===== src/rtl/serial_subtract_ctrl_if.sv =====
// Handshake and operand/result bundle for the bit-serial subtraction sequencer.
interface serial_subtract_ctrl_if #(
    parameter int WIDTH = 8
);
    logic             start;
    logic [WIDTH-1:0] a;
    logic [WIDTH-1:0] b;
    logic             busy;
    logic             done;
    logic [WIDTH-1:0] diff;
    logic             borrow_out;

    modport master (
        output start, a, b,
        input  busy, done, diff, borrow_out
    );

    modport slave (
        input  start, a, b,
        output busy, done, diff, borrow_out
    );
endinterface


===== src/rtl/serial_subtract_ctrl.sv =====
// Bit-serial subtraction sequencer: one full-subtract cell (two half
// subtractors plus a borrow OR) is reused for every bit position, LSB first.
// The result registers only update when the last bit has been produced, so
// partial differences are never visible on the outputs.
module serial_subtract_ctrl #(
    parameter int WIDTH = 8
) (
    input  logic                 clk,
    input  logic                 rst_n,
    serial_subtract_ctrl_if.slave bus
);
    localparam int CW = (WIDTH > 1) ? $clog2(WIDTH) : 1;

    typedef enum logic [1:0] {
        IDLE,
        RUN,
        DONE
    } state_t;

    state_t           state;
    logic [WIDTH-1:0] sa;
    logic [WIDTH-1:0] sb;
    logic [WIDTH-1:0] pr;
    logic             bq;
    logic [CW-1:0]    cnt;

    logic hs1_d;
    logic hs1_b;
    logic hs2_d;
    logic hs2_b;
    logic cell_d;
    logic cell_b;

    // Shared full-subtract cell built from two half subtractors and a borrow OR.
    always_comb begin
        hs1_d  = sa[0] ^ sb[0];
        hs1_b  = ~sa[0] & sb[0];
        hs2_d  = hs1_d ^ bq;
        hs2_b  = ~hs1_d & bq;
        cell_d = hs2_d;
        cell_b = hs1_b | hs2_b;
    end

    // Sequencer: accept operands, shift one bit per clock, publish on the last bit.
    always_ff @(posedge clk) begin
        if (!rst_n) begin
            state          <= IDLE;
            sa             <= '0;
            sb             <= '0;
            pr             <= '0;
            bq             <= 1'b0;
            cnt            <= '0;
            bus.busy       <= 1'b0;
            bus.done       <= 1'b0;
            bus.diff       <= '0;
            bus.borrow_out <= 1'b0;
        end else begin
            case (state)
                IDLE: begin
                    bus.done <= 1'b0;
                    if (bus.start) begin
                        sa       <= bus.a;
                        sb       <= bus.b;
                        bq       <= 1'b0;
                        cnt      <= '0;
                        bus.busy <= 1'b1;
                        state    <= RUN;
                    end
                end
                RUN: begin
                    pr  <= {cell_d, pr[WIDTH-1:1]};
                    sa  <= {1'b0, sa[WIDTH-1:1]};
                    sb  <= {1'b0, sb[WIDTH-1:1]};
                    bq  <= cell_b;
                    cnt <= cnt + CW'(1);
                    if (cnt == CW'(WIDTH - 1)) begin
                        bus.diff       <= {cell_d, pr[WIDTH-1:1]};
                        bus.borrow_out <= cell_b;
                        bus.busy       <= 1'b0;
                        bus.done       <= 1'b1;
                        state          <= DONE;
                    end
                end
                DONE: begin
                    bus.done <= 1'b0;
                    state    <= IDLE;
                end
                default: begin
                    bus.busy <= 1'b0;
                    bus.done <= 1'b0;
                    state    <= IDLE;
                end
            endcase
        end
    end
endmodule


===== src/flat_wrapper.sv =====
// flat-port wrapper written by rule: the top's interface ports become plain ports
module serial_subtract_ctrl_flat 
#(
    parameter int WIDTH = 8
)
  (clk, rst_n, bus_start, bus_a, bus_b, bus_busy, bus_done, bus_diff, bus_borrow_out);
  serial_subtract_ctrl_if #(.WIDTH(WIDTH)) bus_i ();
  input  logic clk;
  input  logic rst_n;
  input wire logic [$bits(bus_i.start)-1:0] bus_start;
  input wire logic [$bits(bus_i.a)-1:0] bus_a;
  input wire logic [$bits(bus_i.b)-1:0] bus_b;
  output wire logic [$bits(bus_i.busy)-1:0] bus_busy;
  output wire logic [$bits(bus_i.done)-1:0] bus_done;
  output wire logic [$bits(bus_i.diff)-1:0] bus_diff;
  output wire logic [$bits(bus_i.borrow_out)-1:0] bus_borrow_out;
  assign bus_i.start = bus_start;
  assign bus_i.a = bus_a;
  assign bus_i.b = bus_b;
  assign bus_busy = bus_i.busy;
  assign bus_done = bus_i.done;
  assign bus_diff = bus_i.diff;
  assign bus_borrow_out = bus_i.borrow_out;
  serial_subtract_ctrl #(.WIDTH(WIDTH)) u_core (.clk(clk), .rst_n(rst_n), .bus(bus_i));
endmodule

===== config.mk =====
export PLATFORM = sky130hd
export DESIGN_NAME = serial_subtract_ctrl_flat
export DESIGN_NICKNAME = d
export VERILOG_FILES = /design/src/rtl/serial_subtract_ctrl_if.sv /design/src/rtl/serial_subtract_ctrl.sv /design/src/flat_wrapper.sv
export SDC_FILE = /design/constraint.sdc
export NUM_CORES = 1
export LEC_CHECK = 0
export ABC_AREA = 1
export BUFFER_PORTS_ARGS = -buffer_cell sky130_fd_sc_hd__clkbuf_2
export CORE_UTILIZATION = 45
export DETAILED_ROUTE_END_ITERATION = 12
export GPL_ROUTABILITY_DRIVEN = 0
export PLACE_DENSITY = 0.74
export SKIP_LAST_GASP = 1
export SLEW_MARGIN = 0
export SYNTH_ARGS = -nofsm -noshare
export SYNTH_HDL_FRONTEND = slang
export SYNTH_SLANG_ARGS = --single-unit

===== constraint.sdc =====
create_clock -name clk -period 2.56 [get_ports clk]
set_clock_uncertainty 0.15 [all_clocks]
set_input_delay 0.128 -clock clk [delete_from_list [all_inputs] [get_ports clk]]
set_output_delay 0.128 -clock clk [all_outputs]
set_load 0.005 [all_outputs]

[After elaboration in Yosys (flattened, before gate mapping)]
Index checks and enable logic that the tools add are counted.
Storage, ports and cells
  bits in registers: 41
  output and inout port bits: 11
  logic and storage cells: 45
Cells by class
  muxes and demuxes: 14
  equality and inequality tests: 5
  reduce and logical (&&, ||, !) cells: 7
  add/subtract/negate cells: 1
  bitwise operators: 8
Operator list (number)
  8-bit case mux with 2 select lines: 2
  8-bit two-way mux: 2
  2-bit AND reduction: 4
  3-bit case mux with 2 select lines: 1
  2-bit two-way mux: 2
  2-bit case mux with 2 select lines: 1
  3-bit by 1-bit adder with 3-bit output (second input constant): 1
  3-bit == test (second input constant): 1
  1-bit two-way mux: 3
  3-bit two-way mux: 1
  1-bit NOT: 3
  1-bit case mux with 3 select lines: 1
  3-bit AND reduction: 1
  1-bit AND: 2
  2-bit by 1-bit == test with 1-bit output (second input constant): 1
  2-bit == test (second input constant): 1
  2-bit zero test: 1
  2-bit by 1-bit inequality test with 1-bit output (second input constant): 1
  2-bit inequality test (second input constant): 1
  1-bit case mux with 2 select lines: 1
  2-bit nonzero test: 1
  1-bit bitwise XOR: 2
  1-bit bitwise OR: 1

[Depth between registers and ports, before layout]
Gate-level depths: netlist (run 1).
  depth after elaboration: 5
  depth in mapped cells: 7

[Worst setup path before layout (run 1)]
Ideal clock, no wire load.
  kind: reg2reg
  start: register u_core.cnt[0]
  end: register u_core.bus.borrow_out
  arrival time: 1.129 ns
  slack: 1.160 ns
  cell stages (with the launch flop): 7
  path buffers: 1
  setup time: 0.121 ns
  period minus slack after synthesis: 1.400 ns
  cell sequence: dfxtp_1 ha_1 ha_1 clkbuf_1 nand2_2 nand3_1 o21ai_0
Between the ends
  cells in the longest elaborated chain, start to end: 2
Ends and longest elaborated chain
  start: declaration: RTL line serial_subtract_ctrl.sv:25  | logic [CW-1:0] cnt;
  start signal: assignment: RTL line serial_subtract_ctrl.sv:75  | cnt <= cnt + CW'(1);
  3-bit == test: RTL line serial_subtract_ctrl.sv:76  | if (cnt == CW'(WIDTH - 1)) begin
  2-bit AND reduction (no line)
  end signal: assignment: RTL line serial_subtract_ctrl.sv:78  | bus.borrow_out <= cell_b;
  end: declaration: RTL line serial_subtract_ctrl_if.sv:20  | output busy, done, diff, borrow_out
No other way between the ends.
A chain may end at the register's enable or synchronous reset.

[Worst setup path in the final report (run 1)]
  start: register u_core.state[1]
  end: register u_core.bus.busy
Between the ends
  cells in the longest elaborated chain, start to end: 3
  elaborated cells between the ends (all ways): 8
  those cells by class: 4 x eq/ne; 1 x mux; 1 x bitwise; 2 x reduce/logical
Ends and longest elaborated chain
  start: declaration: RTL line serial_subtract_ctrl.sv:20  | state_t state;
  start signal: assignment: RTL line serial_subtract_ctrl.sv:47  | state <= IDLE;
  start signal: assignment: RTL line serial_subtract_ctrl.sv:67  | state <= RUN;
  start signal: assignment: RTL line serial_subtract_ctrl.sv:81  | state <= DONE;
  2-bit by 1-bit == test with 1-bit output (tied with other cells): RTL line serial_subtract_ctrl.sv:58  | case (state)
  2-bit by 1-bit inequality test with 1-bit output (no line) (tied with other cells)
  3-bit AND reduction (no line)
  end signal: assignment: RTL line serial_subtract_ctrl.sv:53  | bus.busy <= 1'b0;
  end signal: assignment: RTL line serial_subtract_ctrl.sv:66  | bus.busy <= 1'b1;
  end signal: assignment: RTL line serial_subtract_ctrl.sv:79  | bus.busy <= 1'b0;
  end: declaration: RTL line serial_subtract_ctrl_if.sv:20
Parallel ways exist; a longest one is shown, timed or not.

==> flow_summary.json, run 1 <==
{
  "power.total_w": 0.00139,
  "power.leakage_nw": 1.06,
  "clockBufferDepth": 2,
  "cp_top_family": "simple AND/OR/NAND/NOR gates",
  "synth_mux_area_share_pct": 0,
  "drv_slew": 0,
  "grt_pass1_vias": 1444,
  "portBuffers": 29,
  "coreArea_mm2": 0.00374,
  "layout.cells.non_filler": 340,
  "drive_gt1_share_pct": 15.4,
  "crit_path_max_incr_delay_ns": 0.48,
  "start_util_pct": 48.3,
  "synth.avg_cell_area_um2": 7.15,
  "die_area_mm2": 0.00428,
  "drc": 0,
  "dr_wl_met2_mm": 1.71,
  "synth_compound_area_share_pct": 7.27,
  "path_clk_slew_ns": 0.08,
  "htreeDepth": 2,
  "synth_top_area_cell": "dfxtp_1",
  "grt_use_total_pct": 19.0,
  "regArea_um2": 801,
  "die_h_um": 65.4,
  "crit_path_max_fanout": 33,
  "yosys-top-cells-area": "dfxtp_1 44%, nand3_1 12%, nand2_1 8.9%, inv_1 7.1%, nor2_1 5.6%",
  "antenna_found_initial": 0,
  "fill_cells": 369,
  "cts_tree": "built",
  "wl_per_cell_um": 10.7,
  "hold_viol": 0,
  "synthDistinctLibCells": 20,
  "crit_chain": "inv_2 -> nand2_2 -> inv_1 -> a21oi_1 -> nor2_1",
  "synthAdderAreaFrac_pct": 2.49,
  "drv_cap": 0,
  "netlist_instances": 253,
  "fin_crit_sh_pct": 66.2,
  "rows": 22,
  "synth_top_area_share_pct": 44.3,
  "antenna_left": 0,
  "cts_inserted_buffers": 5,
  "dr_wl_met3_um": 140,
  "grt.overflow.total": 0,
  "ios": 30,
  "cts-root-buf": "clkbuf_8",
  "critPathKind": "register to register",
  "yosysSeqAreaShare_pct": 44.3,
  "synth_nets": 275,
  "crit_slowest_cell": "nand2_2",
  "totalWireLength_mm": 3.62,
  "crit_buf_inv": 2,
  "dp_hpwl_mm": 2.26,
  "cts_resized": 0,
  "cp.required_ns": 2.60,
  "highest_layer": "met4",
  "vias": 1626,
  "grt_max_degree": 36,
  "wl_met1_mm": 1.70,
  "ir_worst_vdd_uv": 378,
  "setup_viol": 0,
  "final_core_util_pct": 58.8,
  "multiInputGateArea_um2": 762,
  "vias_per_cell": 4.78,
  "slew_headroom_pct": 57.8,
  "p_per_area_mw_per_mm2": 630,
  "grt_pass1_wl_mm": 6.16,
  "synth_top_family_by_area": "simple AND/OR/NAND/NOR gates",
  "fin_crit_ns": 1.69,
  "rsz0062_at_grt": "false",
  "ys_ff_latch": 40,
  "syn2layout_area_growth_pct": 21.8,
  "finalSetupTns_ns": 0,
  "layout.nets": 313,
  "netlist_area_mm2": 0.00181,
  "synth-simple-area-share_pct": 32.4,
  "drt_first_pass_iters": 4,
  "clock_latency_ns": 0.29,
  "cp.arrival_ns": 1.73,
  "yosysWarnings": 0,
  "clkSinkCount": 40,
  "cp-end-kind": "register",
  "worst_pin_slew_ns": 0.633,
  "status": "finished, final reports clean",
  "hp-class": "register to register",
  "die_w_um": 65.4,
  "critPathLaunchType": "register",
  "n_antenna_cell": 0,
  "synth-xor-area-share_pct": 0,
  "place_inst": 316,
  "fmax_mhz": 590,
  "first_iter_violations": 124
}
-- timing repair --
action | in CTS | in global routing
setup buffers | 0 | 0
hold endpoints to repair | 16 | 0
hold buffers | 16 | 0
-- metrics by stage --
stage / hold slack, ns / area (um2) / setup WS [ns]
floorplan: 0.119 / 1810 / 1.16
global placement: 0.210 / 1920 / 0.920
detailed placement: 0.219 / 1920 / 0.891
CTS: 0.318 / 2200 / 0.882
global route: 0.334 / 2200 / 0.689
finish: 0.315 / 2200 / 0.865
-- layer usage --
layer / vias to the layer above / track usage (%)
li1: 875 / -
met1: 708 / 23.1
met2: 36 / 31.1
met3: 7 / 4.17
met4: 0 / 9.78
met5: - / 0
-- layout by cell type, fill, tap and decap left out --
cell           synthesis  routed
nor2_4                 1       1
nor2_1                27      27
o22ai_1                1       1
nand2_1               43      43
dlygate4sd3_1          0      16
inv_2                  1       1
bufinv_16              0       1
ha_1                   2       2
o21ai_0               13      13
clkbuf_2               0      29
inv_4                  1       1
inv_1                 34      34
a21oi_1               12      12
clkinv_4               0       1
dfxtp_1               40      40
nor3_1                14      14
nand3b_1               1       1
clkbuf_8               0       6
nand3_1               43      43
buf_4                  7       2
fa_1                   1       1
nand2_2                3       3
-- power by group --
| part | switching (W) | leakage (nW) | internal (W) |
|---|---|---|---|
| logic | 0.0000994 | 0.673 | 0.0000754 |
| registers | 0.0000167 | 0.328 | 0.000657 |
| clock network | 0.000221 | 0.0614 | 0.000319 |
| total | 0.000337 | 1.06 | 0.00105 |
-- area by class of cell --
| class | instances | area share, % |
|---|---|---|
| Multi-Input combinational cell | 161 | 34.6 |
| Timing Repair Buffer | 47 | 14.5 |
| Clock buffer | 6 | 3.75 |
| Tap cell | 48 | 2.73 |
| Clock inverter | 2 | 1.76 |
| Sequential cell | 40 | 36.4 |
| Inverter | 36 | 6.25 |
-- Yosys cell counts (all sizes together) --
master	count
a21oi	12
buf	14
clkbuf	2
dfxtp	40
fa	1
ha	2
inv	36
nand2	46
nand3	43
nand3b	1
nor2	28
nor3	14
o21ai	13
o22ai	1
-- cells by family (layout without fill, tap and decap cells) --
logic type / Yosys count / after routing
compound gates: 26 / 26
fa+ha+maj: 3 / 3
buf+inv: 52 / 91
flops: 40 / 40
simple gates: 132 / 132
-- flip-flops by register name, indices dropped and copies added, names as in the netlist --
| signal | cells |
|---|---|
| u_core.pr | 7 |
| u_core.bus.busy | 1 |
| u_core.state | 2 |
| u_core.bq | 1 |
| u_core.bus.borrow_out | 1 |
| u_core.sb | 8 |
| u_core.bus.done | 1 |
| u_core.bus.diff | 8 |
| u_core.sa | 8 |
| u_core.cnt | 3 |
-- worst reg2reg max path, stage by stage (launching register included) --
cell	delay [ns]
dfxtp_1	0.40
inv_2	0.16
nand2_2	0.49
inv_1	0.16
a21oi_1	0.18
nor2_1	0.05
-- path summary, 6_finish.rpt --
kind,slack [ns],from,end,cells past startpoint
worst max-delay path,0.87,u_core.state[1],u_core.bus.busy,5
worst min-delay path,0.31,u_core.cnt[0],u_core.cnt[0],1
worst max register to register,0.87,u_core.state[1],u_core.bus.busy,5
worst min register to register,0.31,u_core.cnt[0],u_core.cnt[0],1
(Power assumes the default switching activity.)
==> run 2, diff against run 1 <==
--- a/config.mk
+++ b/config.mk
@@ -10,7 +10,7 @@
 export CORE_UTILIZATION = 45
 export DETAILED_ROUTE_END_ITERATION = 12
 export GPL_ROUTABILITY_DRIVEN = 0
-export PLACE_DENSITY = 0.74
+export PLACE_DENSITY = 0.77
 export SKIP_LAST_GASP = 1
 export SLEW_MARGIN = 0
 export SYNTH_ARGS = -nofsm -noshare
==> constraint.sdc (replaced) <==
create_clock -name clk -period 1.4 [get_ports clk]
set_clock_uncertainty 0.15 [all_clocks]
set_input_delay 0.07 -clock clk [delete_from_list [all_inputs] [get_ports clk]]
set_output_delay 0.07 -clock clk [all_outputs]
set_load 0.005 [all_outputs]
==> flow_summary.json, run 2 (synthesized netlist as in run 1, its figures left out) <==
{
  "layout.nets": 330,
  "hold_viol": 0,
  "grt_pass1_wl_mm": 6.53,
  "fill_cells": 349,
  "place_inst": 330,
  "grt.overflow.total": 0,
  "swShare_pct": 24.9,
  "grt_max_degree": 21,
  "ir_worst_vdd_uv": 645,
  "crit_path_max_fanout": 2,
  "vias_per_cell": 4.68,
  "drv_slew": 0,
  "pwr-share-clk_pct": 38.3,
  "cts_tree": "built",
  "rsz0062_at_grt": "true",
  "syn2layout_area_growth_pct": 33.7,
  "vias": 1672,
  "first_iter_violations": 114,
  "coreArea_mm2": 0.00374,
  "cp-end-kind": "register",
  "slew_headroom_pct": 75.4,
  "use_met3_pct": 4.17,
  "clock_latency_ns": 0.30,
  "cts_inserted_buffers": 5,
  "die_area_mm2": 0.00428,
  "hp-class": "input pin to register",
  "path_clk_slew_ns": 0.08,
  "cp.arrival_ns": 1.50,
  "p_per_area_mw_per_mm2": 1090,
  "r2r_setup_slack_ns": -0.007,
  "setup_ws_ns": -0.00742,
  "cp.required_ns": 1.49,
  "pre_cts_ws_ns": 0.0144,
  "pwr-share-comb_pct": 14.9,
  "antenna_found_initial": 0,
  "clkSinkCount": 40,
  "fin_crit_sh_pct": 101,
  "fin_crit_ns": 1.41,
  "cts-root-buf": "clkbuf_8",
  "n_antenna_cell": 0,
  "rows": 22,
  "p_int_w": 0.00197,
  "worst_pin_slew_ns": 0.369,
  "layout_common_cells": "43 x nand2_1, 42 x nand3_1, 38 x dfxtp_1",
  "drive_gt1_share_pct": 22.0,
  "setup_viol": 1,
  "met2_usage_pct": 33.8,
  "dp_hpwl_mm": 2.59,
  "reg.largest.list": "u_core.bus.diff x8, u_core.sa x8, u_core.sb x8",
  "layout.cells.non_filler": 357,
  "grt_util_met1_pct": 24.2,
  "totalWireLength_mm": 3.93,
  "antenna_left": 0,
  "globalRoute.busiestLayer": "met2",
  "portBuffers": 29,
  "seqPwrFrac_pct": 46.8,
  "fmax_mhz": 711,
  "htreeDepth": 2,
  "violations": "negative setup slack",
  "grt_pass1_vias": 1557,
  "die_w_um": 65.4,
  "wl_per_cell_um": 11.0,
  "drv_cap": 0,
  "die_h_um": 65.4,
  "grt_use_total_pct": 20.1,
  "critPathKind": "register to register",
  "start_util_pct": 48.3,
  "power.leakage_nw": 1.17,
  "drc": 0,
  "critPathLaunchType": "register",
  "drt_first_pass_iters": 5,
  "power.net_switching_w": 0.000654,
  "status": "complete, but fails checks",
  "ios": 30,
  "clockBufferDepth": 2,
  "layout_commonest_cell": "nand2_1"
}
==> run 2: cell count changes in the layout (fill, tap and decap cells not counted), moves of 2 or more <==
cell	before	now
buf_12	0	4
buf_4	2	13
dfxtp_1	40	38
dfxtp_2	0	2
ha_1	2	0
==> run 2: layout make-up <==
class	count	area, um2	area share (%)
multi-input combinational	161	791	32.7
tap	48	60.1	2.48
inverter	36	138	5.69
clock buffer	6	82.6	3.42
timing repair buffer	64	504	20.9
sequential	40	803	33.2
clock inverter	2	38.8	1.60
==> run 2: metal layers <==
metal	routed length, um	up-vias
li1	-	910
met1	1850	734
met2	1910	21
met3	97	7
met4	64	0
met5	0	-
==> run 2: critical path: stages (launching register included) <==
cell	delay (ns)
dfxtp_2	0.34
inv_2	0.04
fa_1	0.61
nand3_2	0.10
a21oi_2	0.11
==> run 2: path summary, 6_finish.rpt <==
path / from / end / depth (start not counted)
setup / recovery: u_core.bq / u_core.bus.diff[7] / 4
setup reg to reg: u_core.bq / u_core.bus.diff[7] / 4
hold reg to reg: u_core.pr[4] / u_core.bus.diff[3] / 2
hold / removal: rst_n / u_core.pr[7] / 3
==> run 2: per-stage QoR <==
| stage | util (%) | cell area [um2] | hold slack, ns | power, W | TNS [ns] |
|---|---|---|---|---|---|
| final | 64.6 | 2420 | 0.0987 | 0.00263 | -0.00742 |
| after global routing | 64.6 | 2420 | 0.148 | 0.00276 | -0.0951 |
| after CTS | 62.9 | 2350 | 0.0939 | 0.00263 | 0 |
| after detailed placement | 55.1 | 2060 | 0.156 | 0.00159 | 0 |
| after global placement | 55.1 | 2060 | 0.151 | 0.00158 | 0 |
| after floorplan | - | 1810 | 0.0606 | 0.00149 | 0 |
==> run 2: what timing repair did <==
item | 4_1_cts | 5_1_grt
buffers inserted | 0 | 2
hold buffers | 17 | 0
endpoints found under the hold margin | 17 | 0
resized for setup | 0 | 11
endpoints found under the setup margin | 0 | 20
==> run 2: power by group through the flow <==
stage / logic (W) / registers, W / clock network (W)
final: 0.000392 / 0.00123 / 0.00101
after global routing: 0.000445 / 0.00124 / 0.00107
after CTS: 0.000374 / 0.00123 / 0.00103
after detailed placement: 0.000335 / 0.00126 / 0
after global placement: 0.000330 / 0.00125 / 0
after floorplan: 0.000242 / 0.00125 / 0
